**src/rtl/tt_um_jleugeri_ttt_scheduler.sv**
```systemverilog
// Round-based event scheduler: snapshots per-processor start/stop flags and emits them in index order.
// Optional build macro TTT_SCHED_FASTSKIP_EN replaces the one-index-per-cycle scan with a priority encoder.
module tt_um_jleugeri_ttt_scheduler #(
  parameter int NUM_PROCESSORS = 10,
  parameter int IDX_W          = $clog2(NUM_PROCESSORS)
) (
  input  logic                        clk,
  input  logic                        rst_n,
  input  logic                        go_in,
  input  logic [2*NUM_PROCESSORS-1:0] tstartstop_in,
  input  logic                        next_in,
  output logic                        valid_out,
  output logic [IDX_W-1:0]            idx_out,
  output logic                        t_start_out,
  output logic                        t_stop_out,
  output logic                        hot_out,
  output logic                        done_out,
  output logic [IDX_W:0]              event_count_out
);

  typedef enum logic [1:0] {IDLE, SCAN, EMIT, DONE} state_t;

  localparam logic [IDX_W-1:0] LAST_IDX = IDX_W'(NUM_PROCESSORS - 1);

`ifdef TTT_SCHED_FASTSKIP_EN
  localparam bit FASTSKIP = 1'b1;
`else
  localparam bit FASTSKIP = 1'b0;
`endif

  state_t                           state, state_nxt;
  logic [NUM_PROCESSORS-1:0][1:0]   snap;      // [i][0] = start, [i][1] = stop
  logic [IDX_W-1:0]                 idx;
  logic [IDX_W-1:0]                 idx_q;
  logic [IDX_W:0]                   count;
  logic                             hit;
  logic [IDX_W-1:0]                 emit_idx;

`ifdef TTT_SCHED_FASTSKIP_EN
  // Cleared pairs below idx never re-arm, so the lowest pending index is always >= idx.
  always_comb begin
    hit      = 1'b0;
    emit_idx = '0;
    for (int i = NUM_PROCESSORS - 1; i >= 0; i--) begin
      if (snap[i] != 2'b00) begin
        hit      = 1'b1;
        emit_idx = IDX_W'(i);
      end
    end
  end
`else
  assign hit      = |snap[idx];
  assign emit_idx = idx;
`endif

  // NOTE: every variable driven here gets a default first, so no path can infer a latch.
  always_comb begin
    state_nxt = state;
    case (state)
      IDLE: if (go_in) state_nxt = SCAN;
      SCAN: begin
        if (hit)                             state_nxt = EMIT;
        else if (FASTSKIP || idx == LAST_IDX) state_nxt = DONE;
      end
      EMIT: if (next_in) state_nxt = (idx == LAST_IDX) ? DONE : SCAN;
      DONE: state_nxt = IDLE;
      default: state_nxt = IDLE;
    endcase
  end

  // NOTE: sequential state uses non-blocking assignments only; the snapshot is
  // deliberately reset too, so an aborted round leaves no stale events behind.
  always_ff @(posedge clk or negedge rst_n) begin
    if (!rst_n) begin
      state <= IDLE;
      snap  <= '0;
      idx   <= '0;
      idx_q <= '0;
      count <= '0;
    end else begin
      state <= state_nxt;
      case (state)
        IDLE: begin
          if (go_in) begin
            snap  <= tstartstop_in;
            idx   <= '0;
            count <= '0;
          end
        end
        SCAN: begin
          if (hit) begin
            idx   <= emit_idx;
            idx_q <= emit_idx;
          end else if (!FASTSKIP && idx != LAST_IDX) begin
            idx <= idx + 1'b1;
          end
        end
        EMIT: begin
          if (next_in) begin
            snap[idx] <= 2'b00;
            count     <= count + 1'b1;
            if (idx != LAST_IDX) idx <= idx + 1'b1;
          end
        end
        default: ;
      endcase
    end
  end

  // Outputs decode directly from registered state, so reset clears them without waiting for a clock.
  assign valid_out       = (state == EMIT);
  assign t_start_out     = valid_out & snap[idx][0];
  assign t_stop_out      = valid_out & snap[idx][1];
  assign hot_out         = (state == SCAN) || (state == EMIT);
  assign done_out        = (state == DONE);
  assign idx_out         = idx_q;
  assign event_count_out = count;

endmodule

```
**config.mk**
```make
export PLATFORM = sky130hd
export DESIGN_NAME = tt_um_jleugeri_ttt_scheduler
export DESIGN_NICKNAME = d
export VERILOG_FILES = /design/src/rtl/tt_um_jleugeri_ttt_scheduler.sv
export SDC_FILE = /design/constraint.sdc
export NUM_CORES = 1
export LEC_CHECK = 0
export CAP_MARGIN = 30
export CORE_MARGIN = 5
export CORE_UTILIZATION = 36
export DETAILED_ROUTE_END_ITERATION = 7
export PLACE_DENSITY = 0.6
export REMOVE_ABC_BUFFERS = 1
export SYNTH_ARGS = -nofsm -noshare
export SYNTH_HDL_FRONTEND = slang
export SYNTH_SLANG_ARGS = --single-unit
```
**constraint.sdc**
```tcl
create_clock -name clk -period 6.5 [get_ports clk]
set_input_delay 1.3 -clock clk [delete_from_list [all_inputs] [get_ports clk]]
set_output_delay 1.3 -clock clk [all_outputs]
set_load 0.005 [all_outputs]
```
# --- Word level (Yosys, flattened, before mapping) ---
# Index checks and enable logic that the tools add are counted.
# Widths: inputs -> output; s select.
classes:
  order_cmp: 2
  reduce_logical: 10
  bitwise: 4
  muxes: 21
  add_sub_neg: 2
  n_eq_ne: 9
ops:
  columns: ["op", "n"]
  rows:
  - ["$mux 20", 2]
  - ["$pmux 20 s2", 1]
  - ["$and 20x20->20", 1]
  - ["$not 20->20", 1]
  - ["$mux 4", 4]
  - ["$mux 2", 7]
  - ["$pmux 4 s3", 1]
  - ["$mux 5", 2]
  - ["$pmux 5 s2", 1]
  - ["$bmux 2 s4", 1]
  - ["$demux 2 s4", 1]
  - ["$pmux 2 s4", 1]
  - ["$ne 2x2->1 const B", 3]
  - ["$reduce_and 3->1", 2]
  - ["$add 5x1->5 const B", 1]
  - ["$lt 4x5->1 const B", 1]
  - ["$add 4x1->4 const B", 1]
  - ["$eq 2x2->1 const B", 2]
  - ["$eq 4x4->1 const B", 1]
  - ["$ge 4x1->1 const B", 1]
  - ["$ne 4x4->1 const B", 1]
  - ["$reduce_and 4->1", 1]
  - ["$ne 3x3->1 const B", 1]
  - ["$reduce_bool 3->1", 1]
  - ["other kinds (8)", 9]
totals:
  ff_bits: 35
  out_inout_bits: 14
  in_bits: 24
  wordCells: 62

# --- Logic depth before layout (Yosys ltp) ---
depth:
  word_depth: 8
  mapped_depth: 8
  depth_no_buf: 7

# --- Least setup slack after synthesis ---
# No wires, ideal clock.
synth_timing:
  path_type: "register to output"
  from: "reg idx[0], in the netlist emit_idx[0]"
  to: "out t_stop_out"
  stages_incl_launch_ff: 6
  setup_slack_ns: 3.722
  t_required_ns: 5.200
  arrival_time_ns: 1.478
  cell_sequence: "dfrtp_1 > buf_6 > mux4_2 > a22oi_2 > nand2_2 > and2_1"
synth_between:
  elab_chain_len: 3
synth_lines:
  columns: ["element", "line", "rtl"]
  rows:
  - ["start, declared", "33", "logic [IDX_W-1:0] idx;"]
  - ["start signal, assigned", "92", "idx <= emit_idx;"]
  - ["start signal, assigned", "95", "idx <= idx + 1'b1;"]
  - ["start signal, assigned", "102", "if (idx != LAST_IDX) idx <= idx + 1'b1;"]
  - ["$bmux 2 s4", "113", "assign t_stop_out = valid_out & snap[idx][1];"]
  - ["$mux 2 (not written as such)", "113", null]
  - ["$and 1x1->1", "113", null]
  - ["end, declared", "15", "output logic t_stop_out,"]
# No other way between the ends. The select of a mux whose other input is x is not followed.

# --- Worst setup path in the final report ---
# Ends and elaborated chain as after synthesis.

==> impl_results.md <==
- Hpwl dp: 3.28 mm
- Count of flip-flops with a built-in enable after synthesis: 0
- Share of the yosys chip area belonging to registers: 0.442
- Weighted congestion at the end of routability-driven global placement: 0.785
- Bufs on Longest Clock Path: 2
- Detail-routed net length per standard cell: 14.4 um
- Via count of the first global-routing pass: 1,553
- Max-cap violation count: 0
- Wire length of the first global-routing pass: 7.51 mm
- Final setup violation count: 0
- Largest net degree at the start of global routing: 36
- Violation count after the first detailed-route iteration: 64
- Count of state elements after synthesis: 35
- Routed via count divided by cell count: 5.11
- First-pass iteration count of the detailed router: 4
- Number of buffers inserted to repair setup after CTS: 0
- Post-Synthesis Cells: 201
- Initial standard-cell utilization of the core: 0.365
- Horizontal die dimension: 84.2 um
- Most frequently used flop master after synthesis: sky130_fd_sc_hd__dfrtp_1
- Post-layout utilization of the core: 0.459
- Proportion of netlist area held by the largest area contributor: 0.442
- Setup TNS: 0 ns
- Final period demand of the worst path: about 3.7 ns
- Critical path endpoint category: output pin
- Antenna violations before repair: 0
- Pwr/cell area: 438 mW/mm^2
- Reg clk slew, reported paths: 0.07 ns
- Number of nets in the finished design: 270
- GR Util All Layers: 0.131
- Crit share post-route: 0.575
- Number of CTS-inserted buffers: 5
- Max-slew headroom at the worst pin: 0.389
- Pleak: 1.08 nW
- Fraction of final layout cells with drive strength greater than 1: 0.114
- Worst Path Required: 5.20 ns
- Final count of hold timing violations: 0
- Root Buffer Master: sky130_fd_sc_hd__clkbuf_8
- Gates resized, CTS repair: 0
- Pin slew with the least headroom to its limit: between 0.9 and 1 ns
- Proportion of synthesized flip-flops having asynchronous set or reset: 1.00
- Core Region: 0.00544 mm^2
- Vias after detailed routing: 1,578
- Leading cell types by total area after synthesis: sky130_fd_sc_hd__dfrtp_1, sky130_fd_sc_hd__nand2_1, sky130_fd_sc_hd__a32oi_1
- Synth cell types: 36
- Number of inserted diodes: 0
- Startpoint kind of the worst setup timing path: flip-flop
- Kind of path behind the tightest hold check: flip-flop to flip-flop
- I/O Buffers: 37
- Post-Route Skew: 0.00686 ns
- Number of top-level design ports: 38
- Sinks on the clock net: 35
- Level count of the clock H-tree: 2
- CTS tree: yes
- Setup repair after global routing missed its margin: false
- Final Max Slew Viols: 0
- Clock latency reported for the late side of the worst-skew pair: a little under 0.3 ns
- CTS Hold Buffers Added: 0
- Summed instance area of the synthesized netlist: 0.00198 mm^2
- Total DRC errors in the routed layout: 0
- Cell area after placement: 0.00240 mm^2
- Syn avg cell area: 9.87 um^2
- Area growth from synthesis to layout: 25.9%
- Area leader, netlist: sky130_fd_sc_hd__dfrtp_1
- Remaining Overflow, GRT: 0
- Arrival time at the worst endpoint: between 2 and 2.5 ns
- Die area: approximately 0.0071 mm^2
- Height of the die: 84.2 um
- Total of warnings raised by yosys: 0
- Std-Cell Rows: 27
- Result of the run: finished, final reports clean
- Post-route cell area: 0.00250 mm^2
- Fmax: 268 MHz
- Total Routed Length: 4.44 mm
- Critical path start-end classification: flip-flop to output pin
- Largest driver fanout on the critical path: 11
- Post-route ant nets: 0
- Max rail drop VDD: around 0.00016 V
[layer usage]
metal,up-vias,routed length [um],global-route usage
met1,739,2020,0.172
met3,6,254,0.0353
met2,48,2120,0.214
li1,785,-,-
met4,0,53,0.0351
met5,-,0,0
[layout make-up]
class | count | area (um^2)
inverters | 8 | 30.0
fillers | 520 | 2940
repair buffers | 40 | 393
clock buffers | 6 | 82.6
clock inverters | 2 | 16.3
flip-flops and latches | 35 | 876
multi-input cells | 146 | 1010
well taps | 72 | 90.1
[synthesized netlist by cell type, types with 2 or more instances]
master,count
sky130_fd_sc_hd__inv_1,8
sky130_fd_sc_hd__nor2_1,8
sky130_fd_sc_hd__a21oi_1,5
sky130_fd_sc_hd__nand2_1,51
sky130_fd_sc_hd__mux4_2,4
sky130_fd_sc_hd__nand3_1,6
sky130_fd_sc_hd__and2_1,3
sky130_fd_sc_hd__mux2_2,3
sky130_fd_sc_hd__dfrtp_1,35
sky130_fd_sc_hd__buf_6,3
sky130_fd_sc_hd__xor2_1,3
sky130_fd_sc_hd__o21ai_1,2
sky130_fd_sc_hd__nand2b_1,3
sky130_fd_sc_hd__clkbuf_1,9
sky130_fd_sc_hd__a32oi_1,16
sky130_fd_sc_hd__and3_1,2
sky130_fd_sc_hd__a22oi_2,3
sky130_fd_sc_hd__o2bb2ai_1,2
sky130_fd_sc_hd__nand2_2,2
sky130_fd_sc_hd__nand4_1,2
sky130_fd_sc_hd__o21ai_0,7
sky130_fd_sc_hd__ha_1,10
[sequential cells by signal (all words and copies together), names as in the netlist]
signal,cells
idx_out,4
event_count_out,5
snap,20
state,2
emit_idx,4
[where the power goes]
part	leakage [nW]	switching [mW]	internal [mW]	total, mW
combinational	0.577	0.304	0.249	0.552
clock	0.0474	0.0825	0.0865	0.169
sequential	0.451	0.0680	0.304	0.372
[kinds of logic after synthesis]
logic type                 Yosys count  synth area share
and+or+nand+nor                     83             0.192
AOI/OAI and AO/OA                   43             0.178
DFF                                 35             0.442
buffers and inverters               20            0.0492
adders and majority gates           10            0.0631
muxes                                7            0.0625
xor gates and xnor gates             3            0.0133
[path summary, 6_finish.rpt]
kind | end | cells past startpoint | slack [ns] | start
setup / recovery | t_stop_out | 5 | 2.77 | emit_idx[0]
hold / removal | idx_out[0] | 2 | 0.49 | idx_out[0]
setup reg to reg | snap[0] | 7 | 3.88 | state[0]
hold reg to reg | idx_out[0] | 2 | 0.49 | idx_out[0]
max in group asynchronous | idx_out[3] | 2 | 4.76 | rst_n
min in group asynchronous | idx_out[1] | 2 | 1.42 | rst_n
[worst max-delay path, stage by stage, from the launching register on]
cell                              delay, ns
sky130_fd_sc_hd__dfrtp_1               0.63
sky130_fd_sc_hd__mux4_2                0.57
sky130_fd_sc_hd__a22oi_2               0.19
sky130_fd_sc_hd__nand2_2               0.15
sky130_fd_sc_hd__and2_1                0.18
sky130_fd_sc_hd__clkdlybuf4s50_1       0.43
[per-stage QoR]
step / power (mW) / hold WS [ns] / cells / worst slack (ns)
6_report: 1.09 / 0.489 / 309 / 2.77
4_1_cts: 1.11 / 0.497 / 309 / 2.72
2_1_floorplan: 0.746 / 0.473 / 189 / 3.64
3_5_place_dp: 0.937 / 0.481 / 301 / 3.03
5_1_grt: 1.19 / 0.544 / 309 / 2.59
3_3_place_gp: 0.926 / 0.470 / 301 / 3.05
[cell usage in the layout, fill, tap and decap left out, types with 4 or more instances in the layout]
cell	instances
sky130_fd_sc_hd__nand2_1	51
sky130_fd_sc_hd__mux4_2	4
sky130_fd_sc_hd__dfrtp_1	35
sky130_fd_sc_hd__a32oi_1	16
sky130_fd_sc_hd__nor2_1	8
sky130_fd_sc_hd__a21oi_1	5
sky130_fd_sc_hd__clkbuf_8	6
sky130_fd_sc_hd__inv_1	8
sky130_fd_sc_hd__clkdlybuf4s50_1	37
sky130_fd_sc_hd__ha_1	10
sky130_fd_sc_hd__o21ai_0	7
sky130_fd_sc_hd__nand3_1	6
Power figures use the tool's default switching activity.
